## config.mk

```make
export PLATFORM = sky130hd
export DESIGN_NAME = workload_analyzer
export DESIGN_NICKNAME = d
export VERILOG_FILES = /design/src/rtl/wa_pkg.sv /design/src/rtl/wa_run_predictor.sv /design/src/rtl/workload_analyzer.sv
export SDC_FILE = /design/constraint.sdc
export NUM_CORES = 1
export LEC_CHECK = 0
export CELL_PAD_IN_SITES_DETAIL_PLACEMENT = 0
export CELL_PAD_IN_SITES_GLOBAL_PLACEMENT = 1
export CORE_MARGIN = 2
export CORE_UTILIZATION = 29
export DETAILED_ROUTE_END_ITERATION = 7
export GPL_TIMING_DRIVEN = 0
export PLACE_DENSITY = 0.63
export SLEW_MARGIN = 25
export SYNTH_ARGS = -nofsm -noshare
export SYNTH_HDL_FRONTEND = slang
export SYNTH_SLANG_ARGS = --single-unit
```

## constraint.sdc

```tcl
create_clock -name clk -period 3.91 [get_ports clk]
set_input_delay 0.782 -clock clk [delete_from_list [all_inputs] [get_ports clk]]
set_output_delay 0.782 -clock clk [all_outputs]
set_load 0.01 [all_outputs]
```

## src/rtl/wa_pkg.sv

```systemverilog
// -----------------------------------------------------------------------------
// wa_pkg
// Shared types, widths, default parameter values and saturating helpers for
// the workload analyzer (workload_analyzer) and its run-length predictor
// datapath (wa_run_predictor).
// -----------------------------------------------------------------------------
package wa_pkg;

    // Width of run length, prediction and confidence values.
    localparam int WA_W = 8;

    // Default tuning values.
    localparam int DEF_ALPHA_SHIFT  = 2;
    localparam int DEF_ERR_TOL      = 2;
    localparam int DEF_CONF_INC     = 16;
    localparam int DEF_CONF_DEC     = 32;
    localparam int DEF_WINDOW_RUNS  = 4;
    localparam int DEF_DELTA_TH     = 2;
    localparam int DEF_COOLDOWN_CYC = 16;

    typedef enum logic [1:0] {
        COLLECT  = 2'd0,
        EVAL     = 2'd1,
        REQ      = 2'd2,
        COOLDOWN = 2'd3
    } wa_state_t;

    // a + b, clamped at the all-ones value.
    function automatic logic [WA_W-1:0] sat_add8(input logic [WA_W-1:0] a,
                                                 input logic [WA_W-1:0] b);
        logic [WA_W:0] sum;
        sum = {1'b0, a} + {1'b0, b};
        return sum[WA_W] ? {WA_W{1'b1}} : sum[WA_W-1:0];
    endfunction

    // a - b, clamped at zero.
    function automatic logic [WA_W-1:0] sat_sub8(input logic [WA_W-1:0] a,
                                                 input logic [WA_W-1:0] b);
        return (a >= b) ? (a - b) : {WA_W{1'b0}};
    endfunction

endpackage

```

## src/rtl/wa_run_predictor.sv

```systemverilog
// -----------------------------------------------------------------------------
// wa_run_predictor
// Purely combinational datapath evaluated on every run-end: computes the next
// EWMA run-length prediction and the next prediction-accuracy confidence.
//
// Ports:
//   run_len   in  8  length L of the run that just ended
//   pred      in  8  current predicted run length
//   conf      in  8  current confidence
//   pred_new  out 8  (pred*(2^S-1) + L + 2^(S-1)) >> S
//   conf_new  out 8  conf +CONF_INC if |L-pred| <= ERR_TOL, else -CONF_DEC
//                    (both saturating)
// -----------------------------------------------------------------------------
module wa_run_predictor
    import wa_pkg::*;
#(
    parameter int ALPHA_SHIFT = DEF_ALPHA_SHIFT,
    parameter int ERR_TOL     = DEF_ERR_TOL,
    parameter int CONF_INC    = DEF_CONF_INC,
    parameter int CONF_DEC    = DEF_CONF_DEC
) (
    input  logic [WA_W-1:0] run_len,
    input  logic [WA_W-1:0] pred,
    input  logic [WA_W-1:0] conf,
    output logic [WA_W-1:0] pred_new,
    output logic [WA_W-1:0] conf_new
);

    localparam int              ROUND_I    = (ALPHA_SHIFT > 0) ? (1 << (ALPHA_SHIFT - 1)) : 0;
    localparam logic [15:0]     ROUND      = 16'(ROUND_I);
    localparam logic [WA_W-1:0] ERR_TOL_W  = WA_W'(ERR_TOL);
    localparam logic [WA_W-1:0] CONF_INC_W = WA_W'(CONF_INC);
    localparam logic [WA_W-1:0] CONF_DEC_W = WA_W'(CONF_DEC);

    logic [15:0]     acc;
    logic [15:0]     acc_shr;
    logic [WA_W-1:0] err;

    always_comb begin
        // pred*(2^S-1) is formed as (pred << S) - pred; with an 8-bit pred the
        // 16-bit sum cannot overflow and the shifted result fits in 8 bits.
        acc      = ({8'd0, pred} << ALPHA_SHIFT) - {8'd0, pred} + {8'd0, run_len} + ROUND;
        acc_shr  = acc >> ALPHA_SHIFT;
        pred_new = acc_shr[WA_W-1:0];

        err = (run_len >= pred) ? (run_len - pred) : (pred - run_len);

        if (err <= ERR_TOL_W) begin
            conf_new = sat_add8(conf, CONF_INC_W);
        end else begin
            conf_new = sat_sub8(conf, CONF_DEC_W);
        end
    end

endmodule

```

## src/rtl/workload_analyzer.sv

```systemverilog
// -----------------------------------------------------------------------------
// workload_analyzer
// Watches the issued instruction stream, measures runs of consecutive
// arithmetic instructions, keeps a smoothed run-length prediction plus a
// confidence figure, and pulses wa_req to the mode arbiter when a window of
// run-ends completes and the prediction has moved far enough since the last
// request.
//
// Ports:
//   clk               in   1  clock
//   rst_n             in   1  synchronous active-low reset
//   instr_valid       in   1  one instruction issued this cycle
//   instr_is_arith    in   1  issued instruction is arithmetic
//   pipe_flush        in   1  discards the current partial run
//   wa_req            out  1  single-cycle evaluation request
//   confidence        out  8  prediction confidence 0..255
//   predicted_runlen  out  8  smoothed arithmetic run length
//   run_end_cnt       out 16  (WA_STATS_EN only) run-end events, wrapping
//   req_cnt           out 16  (WA_STATS_EN only) requests issued, wrapping
//
// Build option: define WA_STATS_EN to add the two statistics counters.
// -----------------------------------------------------------------------------
module workload_analyzer
    import wa_pkg::*;
#(
    parameter int ALPHA_SHIFT  = DEF_ALPHA_SHIFT,
    parameter int ERR_TOL      = DEF_ERR_TOL,
    parameter int CONF_INC     = DEF_CONF_INC,
    parameter int CONF_DEC     = DEF_CONF_DEC,
    parameter int WINDOW_RUNS  = DEF_WINDOW_RUNS,
    parameter int DELTA_TH     = DEF_DELTA_TH,
    parameter int COOLDOWN_CYC = DEF_COOLDOWN_CYC
) (
    input  logic            clk,
    input  logic            rst_n,
    input  logic            instr_valid,
    input  logic            instr_is_arith,
    input  logic            pipe_flush,
    output logic            wa_req,
    output logic [WA_W-1:0] confidence,
    output logic [WA_W-1:0] predicted_runlen
`ifdef WA_STATS_EN
    ,
    output logic [15:0]     run_end_cnt,
    output logic [15:0]     req_cnt
`endif
);

    localparam int WIN_W = (WINDOW_RUNS > 1) ? $clog2(WINDOW_RUNS) : 1;
    localparam int CD_W  = (COOLDOWN_CYC > 1) ? $clog2(COOLDOWN_CYC) : 1;

    localparam logic [WIN_W-1:0] WIN_LAST   = WIN_W'(WINDOW_RUNS - 1);
    localparam logic [CD_W-1:0]  CD_LOAD    = CD_W'(COOLDOWN_CYC - 1);
    localparam logic [WA_W-1:0]  DELTA_TH_W = WA_W'(DELTA_TH);

    wa_state_t        state, next_state;
    logic [WA_W-1:0]  cur_run;
    logic [WA_W-1:0]  pred;
    logic [WA_W-1:0]  conf;
    logic [WA_W-1:0]  snapshot;
    logic             first_req;
    logic [WIN_W-1:0] win_cnt, win_cnt_nxt;
    logic [CD_W-1:0]  cd_cnt, cd_cnt_nxt;

    logic             run_end;
    logic [WA_W-1:0]  pred_new;
    logic [WA_W-1:0]  conf_new;
    logic [WA_W-1:0]  pred_delta;

    // A flush outranks any instruction in the same cycle, so it suppresses
    // the run-end that a non-arithmetic instruction would otherwise cause.
    assign run_end = instr_valid && !instr_is_arith && (cur_run != '0) && !pipe_flush;

    assign pred_delta = (pred >= snapshot) ? (pred - snapshot) : (snapshot - pred);

    wa_run_predictor #(
        .ALPHA_SHIFT (ALPHA_SHIFT),
        .ERR_TOL     (ERR_TOL),
        .CONF_INC    (CONF_INC),
        .CONF_DEC    (CONF_DEC)
    ) u_pred (
        .run_len  (cur_run),
        .pred     (pred),
        .conf     (conf),
        .pred_new (pred_new),
        .conf_new (conf_new)
    );

    // ---------------------------------------------------------------------
    // Next-state logic. EVAL looks at the registered (already updated)
    // prediction, so it sees the stats produced by the window-closing run.
    // ---------------------------------------------------------------------
    always_comb begin
        // NOTE: every output of this block gets a default first, so no path
        // leaves a value unassigned and no latch is inferred.
        next_state  = state;
        win_cnt_nxt = win_cnt;
        cd_cnt_nxt  = cd_cnt;

        unique case (state)
            COLLECT: begin
                if (run_end) begin
                    if (win_cnt == WIN_LAST) begin
                        next_state  = EVAL;
                        win_cnt_nxt = '0;
                    end else begin
                        win_cnt_nxt = win_cnt + 1'b1;
                    end
                end
            end
            EVAL: begin
                if (first_req || (pred_delta >= DELTA_TH_W)) begin
                    next_state = REQ;
                end else begin
                    next_state = COLLECT;
                end
            end
            REQ: begin
                next_state = COOLDOWN;
                cd_cnt_nxt = CD_LOAD;
            end
            COOLDOWN: begin
                if (cd_cnt == '0) begin
                    next_state = COLLECT;
                end else begin
                    cd_cnt_nxt = cd_cnt - 1'b1;
                end
            end
            default: next_state = COLLECT;
        endcase
    end

    // ---------------------------------------------------------------------
    // State and datapath registers.
    // ---------------------------------------------------------------------
    always_ff @(posedge clk) begin
        // NOTE: sequential state uses non-blocking assignments so every
        // register samples pre-edge values regardless of statement order.
        if (!rst_n) begin
            state     <= COLLECT;
            win_cnt   <= '0;
            cd_cnt    <= '0;
            cur_run   <= '0;
            pred      <= '0;
            conf      <= '0;
            snapshot  <= '0;
            first_req <= 1'b1;
            wa_req    <= 1'b0;
        end else begin
            state   <= next_state;
            win_cnt <= win_cnt_nxt;
            cd_cnt  <= cd_cnt_nxt;

            // Registered decode: high exactly during the REQ cycle.
            wa_req <= (next_state == REQ);

            // Bubbles (instr_valid=0) neither extend nor break a run.
            if (pipe_flush) begin
                cur_run <= '0;
            end else if (instr_valid && instr_is_arith) begin
                cur_run <= sat_add8(cur_run, 8'd1);
            end else if (instr_valid) begin
                cur_run <= '0;
            end

            // Stats follow every run-end, whatever the FSM is doing.
            if (run_end) begin
                pred <= pred_new;
                conf <= conf_new;
            end

            if (state == REQ) begin
                snapshot  <= pred;
                first_req <= 1'b0;
            end
        end
    end

    assign predicted_runlen = pred;
    assign confidence       = conf;

`ifdef WA_STATS_EN
    always_ff @(posedge clk) begin
        if (!rst_n) begin
            run_end_cnt <= '0;
            req_cnt     <= '0;
        end else begin
            if (run_end) begin
                run_end_cnt <= run_end_cnt + 16'd1;
            end
            if (state == REQ) begin
                req_cnt <= req_cnt + 16'd1;
            end
        end
    end
`else
    // Statistics counters are not built in this configuration.
`endif

endmodule

```

## After elaboration in Yosys (flattened, before gate mapping)

Cells that the tools add are included.

- Input bits: 5
- Word-level logic and storage cells: 64
- Flip-flop bits (word level): 42
- Output and inout bits: 17

- Add/subtract/negate cells: 12
- Mux-type cells: 16
- Reductions and logical operators: 15
- $lt $le $gt $ge: 5
- Bitwise logic cells: 1
- Equal/unequal tests: 6

Operator list:

| operator | count |
|---|---|
| $mux 8 | 8 |
| $sub 8x8->8 | 4 |
| $ge 8x8->1 | 2 |
| $add 10x2->10 const B | 1 |
| $add 10x8->10 | 1 |
| $mux 2 | 5 |
| $sub 10x8->10 | 1 |
| $add 8x1->9 const B | 1 |
| $add 8x5->9 const B | 1 |
| $eq 2x2->1 const B | 4 |
| $ge 8x2->1 const B | 1 |
| $ge 8x6->1 const B | 1 |
| $le 8x2->1 const B | 1 |
| $pmux 2 s4 | 1 |
| $pmux 4 s2 | 1 |
| $reduce_bool 8->1 | 1 |
| $sub 8x6->8 const B | 1 |
| $logic_and 1x1->1 | 4 |
| $logic_not 4->1 | 1 |
| $mux 4 | 1 |
| $reduce_and 2->1 | 2 |
| $reduce_bool 2->1 | 2 |
| $sub 4x1->4 const B | 1 |
| $add 2x1->2 const B | 1 |
| 7 further kinds | 8 |

## Depth between registers and ports, before layout

- Depth in word-level cells: 7
- Depth in mapped cells: 12
- Gate-level depth less buffers: 12

## Hierarchy

A second synthesis with hierarchy kept.

- Cell total of the unflattened synthesis: 501
- Area total of the unflattened synthesis: 3,991.3 µm²

Modules (own cells, without submodules):

| module | area an instance (µm²) | cells each | times used | sequential area each (µm²) |
|---|---|---|---|---|
| workload_analyzer | 2,498.6 | 299 | 1 | 840.8 |
| wa_run_predictor | 1,492.7 | 202 | 1 | 0.0 |

## Worst setup path after synthesis

Ideal clock, no wire load.

- Path kind: register to register
- From: register pred[1] (netlist: predicted_runlen[1])
- To: register pred[7] (netlist: predicted_runlen[7])
- Path slack: 956 ps
- Arrival time: 2,884 ps
- Clock period less this slack: 2,954 ps
- Library setup time: 71 ps
- Cell stages (with the launch flop): 13
- Buffers on the path: 0
- Required time: 3,839 ps
- Cell sequence: dfxtp_1 > inv_1 > ha_1 > or2_2 > fa_1 > nor2b_1 > o21ai_0 > a21oi_1 > o21ai_0 > a21oi_1 > xnor2_1 > or3_1 > a21oi_1

- Word-level cells in the longest chain between the ends: 3

Ends and longest elaborated chain:

| what | RTL line | text |
|---|---|---|
| start, declared | workload_analyzer.sv:58 | `logic [WA_W-1:0] pred;` |
| start signal, assigned | workload_analyzer.sv:168 | `pred <= pred_new;` |
| $sub 10x8->10 | wa_run_predictor.sv:42 | `acc = ({8'd0, pred} << ALPHA_SHIFT) - {8'd0, pred} + {8'd0, run_len} + ROUND;` |
| $add 10x8->10 | wa_run_predictor.sv:42 |  |
| $add 10x2->10 | wa_run_predictor.sv:42 |  |

No other way between the ends.
A chain may end at the register's enable or synchronous reset.

## Worst setup path after layout

Same ends and word-level chain as after synthesis.

==> out/qor.yml <==
cts:
  cts-htree-levels: 2
  cts.repair.resized: 0
  path_clk_slew_ps: 60
  hold_buffers: 0
  clk_latency_ps: 290
  cts_buffers: 5
  cts-root-buf: "clkbuf_16"
  cts_tree: "yes"
  cts_buffer_depth: 2
  cts_setup_buffers: 0
  cts.sinks: 39
logic_synthesis:
  synth-async-reset-ratio_pct: 0
  avgSynthCellArea_um2: 7.647
  synth_common_cells: "inv_1 (56), a21oi_1 (50), nand2_1 (48)"
  ys_seq_area_share_pct: 20.67
  synth_fp_nets: 555
  netlist.area_leader.share_pct: 20.67
  yosysMostFrequentCell: "inv_1"
  yosysTopAreaCell: "dfxtp_1"
  yosys_most_used_dff: "dfxtp_1"
  synthTopCellsByArea: "dfxtp_1 (21%), ha_1 (15%), a21oi_1 (6.6%)"
  ys_ff_latch: 39
  synth_edf_count: 0
  syn_inst: 494
  synth_cell_types: 59
  synth.cell_area_mm2: 0.003777
  yosys_warnings: 0
floorplan:
  io-pin-count: 22
  dieArea_mm2: 0.01395
  die_w_um: 118.1
  die_h_um: 118.1
  start_util_pct: 29.81
  core_area_mm2: 0.01267
  num_rows: 41
cells_and_area:
  ff_latch_area_um2: 780.7
  area_growth_pct: 15.14
  fin_nets: 581
  fin_util_pct: 34.32
  num_antenna_cells: 0
  multi_input_area_mm2: 0.002664
  drive_above_1_share_pct: 4.990
  fillers: 1375
power_and_ir_drop:
  ir_drop_mv: 0.1875
  p_per_area_mw_per_mm2: 223.9
  leakage_nw: 1.641
sta:
  post-route-min-period_ps: 3447
  hold_viol_final: 0
  max_freq_mhz: 290.1
  period_share_pct: 88.16
  setup_viol: 0
  skew_ps: 8.472
  worst_pin_slew_ps: 718.9
  relSlewSlack_pct: 51.71
  rsz0062_at_grt: "false"
  final_max_slew_viol_count: 0
  setup_ws_ps: 462.9
  whs_ps: 456.4
  tns_ps: 0
drt:
  num_vias: 3517
  viasPerCell: 5.075
  drc: 0
  wl_mm: 10.16
  wl_met3_um: 341
  ant_nets: 0
  wire_per_inst_um: 14.65
  drtIter0Drc: 162
  wl_met1_mm: 5.218
  maxUsedRoutingLayer: "met4"
  dr.pass1.iters: 4
  wl_met2_mm: 4.531
worst_setup_path:
  crit_type: "reg -> reg"
  worstPathRequired_ps: 4130
  rr_startpoint: "predicted_runlen[1]"
  startpoint_type: "register"
  crit_fanout: 8
  reg2reg_setup_slack_ps: 460
  cp_data_arrival_time_ps: 3660
  crit_path_start: "predicted_runlen[1]"
  worstRegToRegCells: 12
  r2r-end: "predicted_runlen[7]"
  end_kind: "register"
min_path:
  whs_endpoint: "snapshot[7]"
  hp-class: "reg -> reg"
  holdPathStages: 2
  hp-start: "snapshot[7]"
grt:
  grt_max_degree: 15
  first_global_vias: 3283
  grt_usage_pct: 14.79
  grt_remaining_overflow: 0
  grt_pass1_wl_mm: 16.89
  antenna_found_initial: 0
place:
  dp_slack_ps: 499.0
  gp_congestion: 0.8272
  io_buffers: 18
  place_hpwl_mm: 8.030
flow_run:
  max-cap-violations: 0
status:
  outcome: "finished clean"
[report_power, final]
group | leakage [nW] | total [mW] | internal (mW) | switching, mW
combinational | 1.25 | 0.0789 | 0.0360 | 0.0429
sequential | 0.314 | 0.405 | 0.400 | 0.00519
clock | 0.0804 | 0.490 | 0.304 | 0.186
total | 1.64 | 0.974 | 0.740 | 0.234
[worst max path at each step]
stage               cells after the start  slack (ps)                  end
floorplan                              12         960  predicted_runlen[7]
global placement                       12         520  predicted_runlen[7]
detailed placement                     12         500  predicted_runlen[7]
CTS                                    12         470  predicted_runlen[7]
global route                           12         180  predicted_runlen[7]
finish                                 12         460  predicted_runlen[7]
[layout by cell type, fill, tap and decap left out, types with 4 or more instances in the layout]
cell / instances
mux2i_1: 4
ha_1: 45
o211ai_1: 6
a211oi_1: 10
nand3_1: 11
clkbuf_16: 5
nand3b_1: 4
nand2b_1: 8
o21a_1: 7
a21o_1: 13
nor2b_1: 7
o21ai_0: 25
fa_1: 11
nor2_1: 26
xor2_1: 12
nor3_1: 16
clkbuf_1: 15
dfxtp_1: 39
a21oi_1: 50
or3_1: 4
nand2_1: 48
a31oi_1: 6
nand4_1: 7
xnor2_1: 4
clkdlybuf4s50_1: 18
buf_2: 6
inv_1: 56
[logic make-up after synthesis]
group,count (synthesis),synth area share (%)
AO/OA/AOI/OAI,151,25.64
AND/OR/NAND/NOR,145,19.05
buffers and inverters,82,8.844
adder cells (fa/ha/maj),56,20.74
flip-flops,39,20.67
XOR/XNOR,16,3.710
multiplexers,5,1.358
[state kept, by name, summed over array words and instances (netlist names)]
register          cells
predicted_runlen      8
cur_run               8
cd_cnt                4
first_req             1
win_cnt               2
wa_req                1
snapshot              8
state                 2
confidence            5
[metrics by stage]
stage	std cells	area (um2)	total power [mW]
global route	693	4349	1.009
global placement	684	4173	0.4913
finish	693	4349	0.9737
floorplan	494	3777	0.4633
detailed placement	685	4178	0.4931
CTS	693	4349	0.9868
[per-layer routing]
layer / up-vias / GRT usage [%]
met2: 70 / 23.30
met5: - / 0
met4: 0 / 2.937
li1: 1785 / -
met3: 6 / 2.027
met1: 1656 / 21.51
[cell type report]
cell class | count | area share, %
Multi-Input combinational cell | 373 | 61.25
Inverter | 56 | 4.833
Clock inverter | 3 | 1.064
Buffer | 26 | 2.848
Sequential cell | 39 | 17.95
Tap cell | 172 | 4.948
Clock buffer | 5 | 2.877
Timing Repair Buffer | 19 | 4.229
[worst max-delay path, cell delays in order, from the launching register on]
cell and delay, ps:
dfxtp_1 580, inv_1 280, fa_1 580, inv_1 40
ha_1 330, nor2b_1 140, o21ai_0 240, a21oi_1 120
o21ai_0 290, a21oi_1 130, xnor2_1 170, or3_1 320
a21oi_1 130
Power figures use the tool's default switching activity.
